===== src/rtl/divergence_roller_pkg.sv =====
// Shared types, display codes and the nibble-to-digit mapping for the divergence roller.
package divergence_pkg;

  typedef enum logic [1:0] {
    IDLE,
    ROLL,
    SETTLE
  } state_t;

  localparam logic [3:0]  DIG_POINT    = 4'hE;
  localparam logic [3:0]  DIG_BLANK    = 4'hF;
  localparam logic [31:0] DEFAULT_POLY = 32'h0000_00AF;

  // 10..15 fold back onto 5..0 so every random nibble shows a decimal digit.
  function automatic logic [3:0] nibble_to_digit(input logic [3:0] n);
    return (n < 4'd10) ? n : ~n;
  endfunction

endpackage


===== src/rtl/divergence_roller_if.sv =====
// Control/display bundle between the meter FSM (master) and the digit roller (slave).
interface divergence_roller_if #(
  parameter int unsigned DIGITS = 8,
  parameter int unsigned LFSR_W = 32
);

  logic [LFSR_W-1:0]   seed;
  logic                reseed;
  logic                start;
  logic [4*DIGITS-1:0] target;
  logic [4*DIGITS-1:0] digits;
  logic                busy;
  logic                done;

  modport master (
    output seed, reseed, start, target,
    input  digits, busy, done
  );

  modport slave (
    input  seed, reseed, start, target,
    output digits, busy, done
  );

endinterface


===== src/rtl/divergence_roller_lfsr.sv =====
// Galois LFSR with load priority over step; a zero load value is replaced by 1.
module lfsr_galois
  import divergence_pkg::*;
#(
  parameter int unsigned W    = 32,
  parameter logic [W-1:0] POLY = W'(DEFAULT_POLY)
) (
  input  logic         clk,
  input  logic         rst,
  input  logic         step,
  input  logic         load,
  input  logic [W-1:0] load_val,
  output logic [W-1:0] state
);

  logic [W-1:0] state_q;
  logic [W-1:0] state_d;
  logic [W-1:0] stepped;

  // POLY[0] is unused: bit 0 always takes the MSB directly.
  assign stepped = {state_q[W-2:0], state_q[W-1]} ^ ({POLY[W-1:1], 1'b0} & {W{state_q[W-1]}});

  always_comb begin
    state_d = state_q;
    if (load) begin
      state_d = (load_val == '0) ? W'(1) : load_val;
    end else if (step) begin
      state_d = stepped;
    end
  end

  always_ff @(posedge clk or posedge rst) begin
    if (rst) begin
      state_q <= '0;
    end else begin
      state_q <= state_d;
    end
  end

  assign state = state_q;

endmodule


===== src/rtl/divergence_roller.sv =====
// Nixie digit roller: scramble all digits, then lock to target MSB first, one per settle period.
// Optional DIVERGENCE_DP_EN pins digit DP_POS to the point code and skips it in the lock order.
module divergence_roller
  import divergence_pkg::*;
#(
  parameter int unsigned       DIGITS       = 8,
  parameter int unsigned       LFSR_W       = 32,
  parameter logic [LFSR_W-1:0] POLY         = LFSR_W'(DEFAULT_POLY),
  parameter int unsigned       TICK_DIV     = 10,
  parameter int unsigned       ROLL_TICKS   = 16,
  parameter int unsigned       SETTLE_TICKS = 4,
  parameter int unsigned       DP_POS       = 7
) (
  input  logic                clk,
  input  logic                rst,
  divergence_roller_if.slave  bus
);

  localparam int unsigned CW = (TICK_DIV > 1)     ? $clog2(TICK_DIV)     : 1;
  localparam int unsigned RW = (ROLL_TICKS > 1)   ? $clog2(ROLL_TICKS)   : 1;
  localparam int unsigned SW = (SETTLE_TICKS > 1) ? $clog2(SETTLE_TICKS) : 1;
  localparam int unsigned LW = (DIGITS > 1)       ? $clog2(DIGITS)       : 1;

`ifdef DIVERGENCE_DP_EN
  localparam bit DP_ON = 1'b1;
`else
  localparam bit DP_ON = 1'b0;
`endif

  localparam int unsigned FIRST_LOCK = (DP_ON && DP_POS == DIGITS - 1) ? DIGITS - 2 : DIGITS - 1;
  localparam int unsigned LAST_LOCK  = (DP_ON && DP_POS == 0) ? 1 : 0;

  if (LFSR_W < 4 * DIGITS) begin : g_bad_width
    $error("divergence_roller: LFSR_W must be >= 4*DIGITS");
  end

  // ---------------------------------------------------------------- tick
  logic [CW-1:0] tick_cnt_q;
  logic          tick;

  assign tick = (tick_cnt_q == CW'(TICK_DIV - 1));

  always_ff @(posedge clk or posedge rst) begin
    if (rst) begin
      tick_cnt_q <= '0;
    end else if (tick) begin
      tick_cnt_q <= '0;
    end else begin
      tick_cnt_q <= tick_cnt_q + 1'b1;
    end
  end

  // ---------------------------------------------------------------- LFSR
  logic [LFSR_W-1:0] lfsr;
  logic              lfsr_load;

  // A cleared LFSR would stay stuck at zero, so the first tick after reset reloads the seed.
  assign lfsr_load = bus.reseed | (tick & ~|lfsr);

  lfsr_galois #(
    .W    (LFSR_W),
    .POLY (POLY)
  ) u_lfsr (
    .clk      (clk),
    .rst      (rst),
    .step     (tick),
    .load     (lfsr_load),
    .load_val (bus.seed),
    .state    (lfsr)
  );

  logic [4*DIGITS-1:0] rnd;

  always_comb begin
    rnd = '0;
    for (int unsigned i = 0; i < DIGITS; i++) begin
      rnd[4*i +: 4] = nibble_to_digit(lfsr[4*i +: 4]);
    end
  end

  // ---------------------------------------------------------------- FSM
  state_t              state_q;
  logic [4*DIGITS-1:0] target_q;
  logic [4*DIGITS-1:0] digits_q;
  logic [RW-1:0]       roll_cnt_q;
  logic [SW-1:0]       settle_cnt_q;
  logic [LW-1:0]       lock_q;
  logic [LW-1:0]       lock_dec;
  logic                busy_q;
  logic                done_q;

  always_comb begin
    lock_dec = lock_q - 1'b1;
    if (DP_ON && lock_dec == LW'(DP_POS)) begin
      lock_dec = lock_q - LW'(2);
    end
  end

  always_ff @(posedge clk or posedge rst) begin
    if (rst) begin
      state_q      <= IDLE;
      target_q     <= '0;
      digits_q     <= '0;
      roll_cnt_q   <= '0;
      settle_cnt_q <= '0;
      lock_q       <= LW'(DIGITS - 1);
      busy_q       <= 1'b0;
      done_q       <= 1'b0;
    end else begin
      done_q <= 1'b0;
      case (state_q)
        IDLE: begin
          if (bus.start) begin
            target_q     <= bus.target;
            roll_cnt_q   <= '0;
            settle_cnt_q <= '0;
            lock_q       <= LW'(FIRST_LOCK);
            busy_q       <= 1'b1;
            state_q      <= ROLL;
          end
        end
        ROLL: begin
          if (tick) begin
            for (int unsigned i = 0; i < DIGITS; i++) begin
              if (!(DP_ON && i == DP_POS)) begin
                digits_q[4*i +: 4] <= rnd[4*i +: 4];
              end
            end
            if (roll_cnt_q == RW'(ROLL_TICKS - 1)) begin
              settle_cnt_q <= '0;
              state_q      <= SETTLE;
            end else begin
              roll_cnt_q <= roll_cnt_q + 1'b1;
            end
          end
        end
        SETTLE: begin
          if (tick) begin
            for (int unsigned i = 0; i < DIGITS; i++) begin
              if (!(DP_ON && i == DP_POS)) begin
                digits_q[4*i +: 4] <= (LW'(i) <= lock_q) ? rnd[4*i +: 4] : target_q[4*i +: 4];
              end
            end
            if (settle_cnt_q == SW'(SETTLE_TICKS - 1)) begin
              settle_cnt_q             <= '0;
              digits_q[4*lock_q +: 4] <= target_q[4*lock_q +: 4];
              if (lock_q == LW'(LAST_LOCK)) begin
                busy_q  <= 1'b0;
                done_q  <= 1'b1;
                state_q <= IDLE;
              end else begin
                lock_q <= lock_dec;
              end
            end else begin
              settle_cnt_q <= settle_cnt_q + 1'b1;
            end
          end
        end
        default: state_q <= IDLE;
      endcase
`ifdef DIVERGENCE_DP_EN
      digits_q[4*DP_POS +: 4] <= DIG_POINT;
`endif
    end
  end

  assign bus.digits = digits_q;
  assign bus.busy   = busy_q;
  assign bus.done   = done_q;

endmodule


===== src/flat_wrapper.sv =====
// flat-port wrapper written by rule: the top's interface ports become plain ports
module divergence_roller_flat import divergence_pkg::*;
#(
  parameter int unsigned       DIGITS       = 8,
  parameter int unsigned       LFSR_W       = 32,
  parameter logic [LFSR_W-1:0] POLY         = LFSR_W'(DEFAULT_POLY),
  parameter int unsigned       TICK_DIV     = 10,
  parameter int unsigned       ROLL_TICKS   = 16,
  parameter int unsigned       SETTLE_TICKS = 4,
  parameter int unsigned       DP_POS       = 7
)
  (clk, rst, bus_seed, bus_reseed, bus_start, bus_target, bus_digits, bus_busy, bus_done);
  divergence_roller_if #(.DIGITS(DIGITS), .LFSR_W(LFSR_W)) bus_i ();
  input  logic clk;
  input  logic rst;
  input wire logic [$bits(bus_i.seed)-1:0] bus_seed;
  input wire logic [$bits(bus_i.reseed)-1:0] bus_reseed;
  input wire logic [$bits(bus_i.start)-1:0] bus_start;
  input wire logic [$bits(bus_i.target)-1:0] bus_target;
  output wire logic [$bits(bus_i.digits)-1:0] bus_digits;
  output wire logic [$bits(bus_i.busy)-1:0] bus_busy;
  output wire logic [$bits(bus_i.done)-1:0] bus_done;
  assign bus_i.seed = bus_seed;
  assign bus_i.reseed = bus_reseed;
  assign bus_i.start = bus_start;
  assign bus_i.target = bus_target;
  assign bus_digits = bus_i.digits;
  assign bus_busy = bus_i.busy;
  assign bus_done = bus_i.done;
  divergence_roller #(.DIGITS(DIGITS), .LFSR_W(LFSR_W), .POLY(POLY), .TICK_DIV(TICK_DIV), .ROLL_TICKS(ROLL_TICKS), .SETTLE_TICKS(SETTLE_TICKS), .DP_POS(DP_POS)) u_core (.clk(clk), .rst(rst), .bus(bus_i));
endmodule

===== config.mk =====
export PLATFORM = sky130hd
export DESIGN_NAME = divergence_roller_flat
export DESIGN_NICKNAME = d
export VERILOG_FILES = /design/src/rtl/divergence_roller_pkg.sv /design/src/rtl/divergence_roller_if.sv /design/src/rtl/divergence_roller_lfsr.sv /design/src/rtl/divergence_roller.sv /design/src/flat_wrapper.sv
export SDC_FILE = /design/constraint.sdc
export NUM_CORES = 1
export LEC_CHECK = 0
export CORE_UTILIZATION = 40
export CTS_BUF_LIST = sky130_fd_sc_hd__clkbuf_16
export CTS_CLUSTER_DIAMETER = 200
export DETAILED_ROUTE_END_ITERATION = 16
export GPL_TIMING_DRIVEN = 0
export HOLD_SLACK_MARGIN = 0.05
export SLEW_MARGIN = 10
export SYNTH_ARGS = -nofsm -noshare
export SYNTH_HDL_FRONTEND = slang
export SYNTH_SLANG_ARGS = --single-unit

===== constraint.sdc =====
create_clock -name clk -period 5.7 [get_ports clk]
set_input_delay 1.425 -clock clk [delete_from_list [all_inputs] [get_ports clk]]
set_output_delay 1.425 -clock clk [all_outputs]
set_load 0.02 [all_outputs]

Word-level counts from Yosys, hierarchy flattened
Index checks and enable logic that the tools add are counted.
{ "totals": {"word_cells": 147, "in_bits": 68, "regBits": 113, "output_inout_bits": 34} }
{ "op_classes": {"shift": 3, "n_eq_ne": 13, "reduce_logical": 17, "order_cmp": 16, "n_mux": 72, "n_bitwise": 11, "n_addsub": 5} }
{ "ops": {"columns": ["cell", "count"], "rows": [
  ["$mux W32", 6],
  ["$mux W4", 36],
  ["$pmux W32 S2", 1],
  ["$neg A5 Y34", 1],
  ["$shift A4 B34 Y32 const A", 1],
  ["$shiftx A4 B34 Y32", 1],
  ["$bwmux W32", 1],
  ["$logic_not A32 Y1", 1],
  ["$lt A4 B4 Y1 const B", 8],
  ["$not A4 Y4", 8],
  ["$reduce_or A32 Y1", 1],
  ["$shiftx A32 B6 Y4", 1],
  ["$xor A32 B8 Y32", 1],
  ["$mux W2", 11],
  ["$reduce_and A5 Y1", 3],
  ["$le A3 B3 Y1 const A", 4],
  ["$mux W3", 4],
  ["$pmux W2 S3", 2],
  ["$ne A2 B1 Y1 const B", 5],
  ["$add A4 B1 Y4 const B", 2],
  ["$eq A4 B4 Y1 const B", 2],
  ["$mux W1", 8],
  ["$pmux W4 S2", 1],
  ["$reduce_bool A2 Y1", 4],
  ["other kinds (19)", 24]
]} }

Longest topological paths before layout
{ "depth": {"depth_word": 9, "depth_mapped": 11, "depth_no_buf": 8} }

By module
Synthesis repeated with hierarchy kept, for this count alone.
{ "hier_totals": {"cells_unflattened": 688, "hier_area_um2": 6653.9} }
{ "by_module_without_submodules": {"columns": ["module", "cells_each", "area_each_um2", "seq_area_each_um2", "instances"], "rows": [
  ["divergence_roller", 526, 5047.3, 2030.7, 1],
  ["lfsr_galois", 162, 1606.5, 800.8, 1]
]} }

Worst setup path after synthesis
Ideal clock, no wire load.
{ "synth_timing": {"kind": "reg-to-reg", "from": "register u_core.lock_q[0]", "to": "register u_core.digits_q[24], in the netlist u_core.bus.digits[24]", "setup_slack_ps": 3028, "path_buffers": 2, "arrival_time_ps": 2536, "setup_ps": 136, "path_stages_with_launch": 11, "cell_sequence": "dfstp_2 buf_2 clkinv_1 ha_1 ha_1 nor2b_1 clkbuf_1 nand3_1 and4_1 nor3_1 o21ai_0"} }
{ "synth_via": {"elab_chain_cells": 8} }
{ "synth_lines": {"columns": ["element", "line_no", "source"], "rows": [
  ["start: declaration", "divergence_roller.sv:87", "logic [LW-1:0] lock_q;"],
  ["start signal: assignment", "divergence_roller.sv:106", "lock_q <= LW'(DIGITS - 1);"],
  ["start signal: assignment", "divergence_roller.sv:117", "lock_q <= LW'(FIRST_LOCK);"],
  ["start signal: assignment", "divergence_roller.sv:152", "lock_q <= lock_dec;"],
  ["parallel branches: the longest is 5 deep, another holds $shiftx A4 B34 Y32", null, null],
  ["$mux W32 (*)", "divergence_roller.sv:144", "if (settle_cnt_q == SW'(SETTLE_TICKS - 1)) begin"],
  ["$mux W32 (*)", "divergence_roller.sv:138", "if (tick) begin"],
  ["$pmux W32 S2 (*)", "divergence_roller.sv:111", "case (state_q)"],
  ["end signal: indexed assignment", "divergence_roller.sv:126", "digits_q[4*i +: 4] <= rnd[4*i +: 4];"],
  ["end signal: indexed assignment", "divergence_roller.sv:141", "digits_q[4*i +: 4] <= (LW'(i) <= lock_q) ? rnd[4*i +: 4] : target_q[4*i +: 4];"],
  ["end signal: indexed assignment", "divergence_roller.sv:146", "digits_q[4*lock_q +: 4] <= target_q[4*lock_q +: 4];"],
  ["end: declaration", "divergence_roller.sv:84", "logic [4*DIGITS-1:0] digits_q;"]
]} }
Every way passes the cells marked *. The select of a mux whose other input is x is not followed.
A chain may end at the register's enable or synchronous reset.

Final worst setup path
{ "layout_timing": {"from": "register u_core.lock_q[0]", "to": "register u_core.digits_q[19], in the netlist u_core.bus.digits[19]"} }
Same word-level chain as after synthesis.

==> results.json <==
{
  "run_status": "completed",
  "portBuffers": 101,
  "critPathCaptureType": "register",
  "die_x_um": 131,
  "async_flop_share_pct": 100,
  "hold_ws_ns": 0.493,
  "drtPass1Iterations": 5,
  "p_sw_mw": 1.23,
  "cts-resized-gates": 0,
  "relSlewSlack_pct": 25.0,
  "routed_via_density": 5.71,
  "clock_sinks": 113,
  "clkLatencyLatePin_ns": 0.42,
  "drt_iter0_drc": 356,
  "routabilityCongestion": 0.971,
  "dp.cells": 1089,
  "clk_pin_slew_ns": 0.06,
  "fin_cells": 1121,
  "synth_edf_count": 0,
  "htree_levels": 4,
  "clock_skew_ns": 0.00576,
  "grt_pass1_wl_um": 36400,
  "nets": 970,
  "peakVddDrop_mv": 0.226,
  "die_height_um": 131,
  "antenna_found_initial": 1,
  "cts.path.max_buffers": 2,
  "cp_data_required_time_ns": 5.95,
  "seq_area_frac_synth_pct": 42.7,
  "critPathLaunchType": "register",
  "synth_top_family_by_area": "simple AND/OR/NAND/NOR gates",
  "crit_fanout": 8,
  "synthSimpleGateAreaFrac_pct": 21.2,
  "synth_mux_area_share_pct": 10.7,
  "p_per_area_nw_per_um2": 399,
  "post-route-min-period_ns": 3.58,
  "antenna_left": 0,
  "final-hold-violation-count": 0,
  "clockPowerShare_pct": 34.0,
  "synth.net_count": 849,
  "power_mw": 3.43,
  "num_rows": 46,
  "detail_route.wl_per_cell_um": 21.3,
  "reg2reg_depth": 9,
  "synth_compound_area_share_pct": 17.6,
  "leakage_nw": 3.65,
  "max_freq_mhz": 279,
  "p_int_mw": 2.20,
  "synth_cell_types": 64,
  "n_antenna_cell": 0,
  "yosysWarnings": 0,
  "sw_frac_of_total_pct": 35.8,
  "worstMarginPinSlew_ns": 1.12,
  "setup_viol": 0,
  "synth_fa_ha_area_share_pct": 1.89,
  "synth-seq-cells": 113,
  "rsz0062_at_grt": "false",
  "drive_gt1_share_pct": 7.85,
  "maxCapViolCount": 0,
  "cts_tree": "built",
  "place_area_um2": 7950,
  "crit_type": "reg -> reg",
  "final.period_utilization_pct": 62.8,
  "syn-cell-area_um2": 6630,
  "routed_wl_um": 23900,
  "cts_setup_buffers": 0,
  "coreArea_um2": 16100,
  "cts_hold_buf": 0,
  "synth_xor_area_share_pct": 2.11,
  "num-fill-cells": 1505,
  "io-pin-count": 102,
  "grt_util_all_layers_pct": 29.7,
  "vias": 6401,
  "timing.rr.end": "u_core.bus.digits[19]$_DFFE_PP0P_",
  "crit_end": "u_core.bus.digits[19]$_DFFE_PP0P_",
  "avgSynthCellArea_um2": 8.60,
  "reg2reg_slack_ns": 2.12,
  "die_area_um2": 17100,
  "hold_class": "reg -> reg",
  "p_comb_share_pct": 29.3,
  "cts_made_buffers": 17,
  "synthFlopType": "dfrtp_1",
  "synthCells": 771,
  "r2r-start": "u_core.lock_q[0]$_DFFE_PP1P_",
  "syn2layout_area_growth_pct": 29.6,
  "grt_pass1_vias": 6307,
  "drv_slew": 0,
  "crit_start": "u_core.lock_q[0]$_DFFE_PP1P_",
  "clockRootBuffer": "clkbuf_16",
  "place_hpwl_um": 18300,
  "p_seq_share_pct": 36.7,
  "drc": 0,
  "overflow": 0,
  "grt_max_degree": 61,
  "start_util_pct": 41.3,
  "crit_arrival_ns": 3.84,
  "final.setup.tns_ns": 0,
  "fin_area_um2": 8590
}
cell families (layout without fill, tap and decap cells):
family / after synthesis / count (layout)
adder cells (fa/ha/maj): 10 / 10
AND/OR/NAND/NOR: 321 / 321
XOR/XNOR: 16 / 16
buffers and inverters: 61 / 195
multiplexers: 59 / 59
flip-flops: 113 / 113
AO/OA/AOI/OAI: 191 / 191
how the worst min path moves through the flow:
stage	depth (start not counted)	slack, ns	start	to
finish	2	0.49	u_core.bus.digits[7]$_DFFE_PP0P_	u_core.bus.digits[7]$_DFFE_PP0P_
global route	2	0.53	u_core.bus.busy$_DFFE_PP0P_	u_core.bus.busy$_DFFE_PP0P_
CTS	2	0.50	u_core.bus.digits[7]$_DFFE_PP0P_	u_core.bus.digits[7]$_DFFE_PP0P_
detailed placement	2	0.48	u_core.bus.digits[3]$_DFFE_PP0P_	u_core.bus.digits[3]$_DFFE_PP0P_
global placement	2	0.47	u_core.bus.digits[7]$_DFFE_PP0P_	u_core.bus.digits[7]$_DFFE_PP0P_
floorplan	2	0.45	u_core.target_q[17]$_DFFE_PP0P_	u_core.target_q[17]$_DFFE_PP0P_
worst max-delay path, cell delays in order (launching register included):
cell and delay [ns]:
dfstp_2 0.56, buf_2 0.20, clkinv_1 0.33, ha_1 0.37, ha_1 0.37, o211ai_1 0.11
nor4_1 0.66, o21ai_0 0.43, a32oi_1 0.29, a31oi_1 0.10
placed cells by master, fill, tap and decap left out, drive strengths merged, types with 14 or more instances in the layout:
cell and n:
mux2i 39, nor4 14, nand2 191, nor3 18, buf 16, clkbuf 51, nand3 16, o21ai 82
nor2 44, a21oi 46, dfrtp 110, clkdlybuf4s50 101
state kept, by name (all words and copies together) (netlist names):
register / flops
u_core.u_lfsr.state: 32
u_core.tick_cnt_q: 4
u_core.lock_q: 3
u_core.settle_cnt_q: 2
u_core.bus.busy: 1
u_core.bus.done: 1
u_core.state_q: 2
u_core.bus.digits: 32
u_core.target_q: 32
u_core.roll_cnt_q: 4
routing by layer:
metal	up-vias	routed length (um)	global-route usage [%]
met1	3167	11300	41.0
met3	36	1300	6.88
met4	0	523	10.1
met5	-	0	0
met2	212	10800	45.7
li1	2986	-	-
cells in the mapped netlist, types with 4 or more instances:
cell type | instances | area [um2]
nand4_1 | 5 | 31.3
inv_1 | 11 | 41.3
buf_2 | 10 | 50.1
o21ai_0 | 80 | 400
dfrtp_1 | 110 | 2750
mux4_2 | 8 | 180
nor2b_1 | 7 | 43.8
a211oi_1 | 8 | 60.1
nand2_1 | 191 | 717
mux2i_1 | 38 | 380
nor2_1 | 44 | 165
o22ai_1 | 5 | 31.3
xor2_1 | 6 | 52.6
nor3_1 | 18 | 90.1
o211ai_1 | 5 | 37.5
nand2b_1 | 8 | 50.1
mux2_2 | 12 | 135
nand3_1 | 16 | 80.1
a21oi_1 | 46 | 230
nor4_1 | 14 | 87.6
or3_1 | 5 | 31.3
xnor2_1 | 10 | 87.6
a22o_1 | 4 | 35.0
clkbuf_1 | 33 | 124
ha_1 | 10 | 125
a31oi_1 | 6 | 37.5
stage by stage:
step | util [%] | setup slack (ns)
after CTS | 53.5 | 2.21
after floorplan | - | 1.29
after global routing | 53.5 | 1.96
after detailed placement | 49.5 | 2.22
final | 53.5 | 2.12
after global placement | 49.3 | -0.388
power by group through the flow:
| stage | sequential [mW] | clock (mW) | combinational, mW |
|---|---|---|---|
| finish | 1.26 | 1.17 | 1.01 |
| global route | 1.28 | 1.22 | 1.10 |
| CTS | 1.26 | 1.18 | 1.00 |
| detailed placement | 1.27 | 0 | 0.998 |
| global placement | 1.27 | 0 | 0.985 |
| floorplan | 1.18 | 0 | 0.592 |
layout make-up:
type                            count  area [um2]  share of cell area (%)
Clock inverter                     15         216                    2.52
Timing Repair Buffer              102        1040                    12.1
Inverter                           12        50.0                   0.582
Sequential cell                   113        2830                    33.0
Tap cell                          216         270                    3.15
Clock buffer                       17         425                    4.95
Multi-Input combinational cell    597        3550                    41.3
Buffer                             49         209                    2.43
Note: power is estimated with default switching activity, not from simulation.
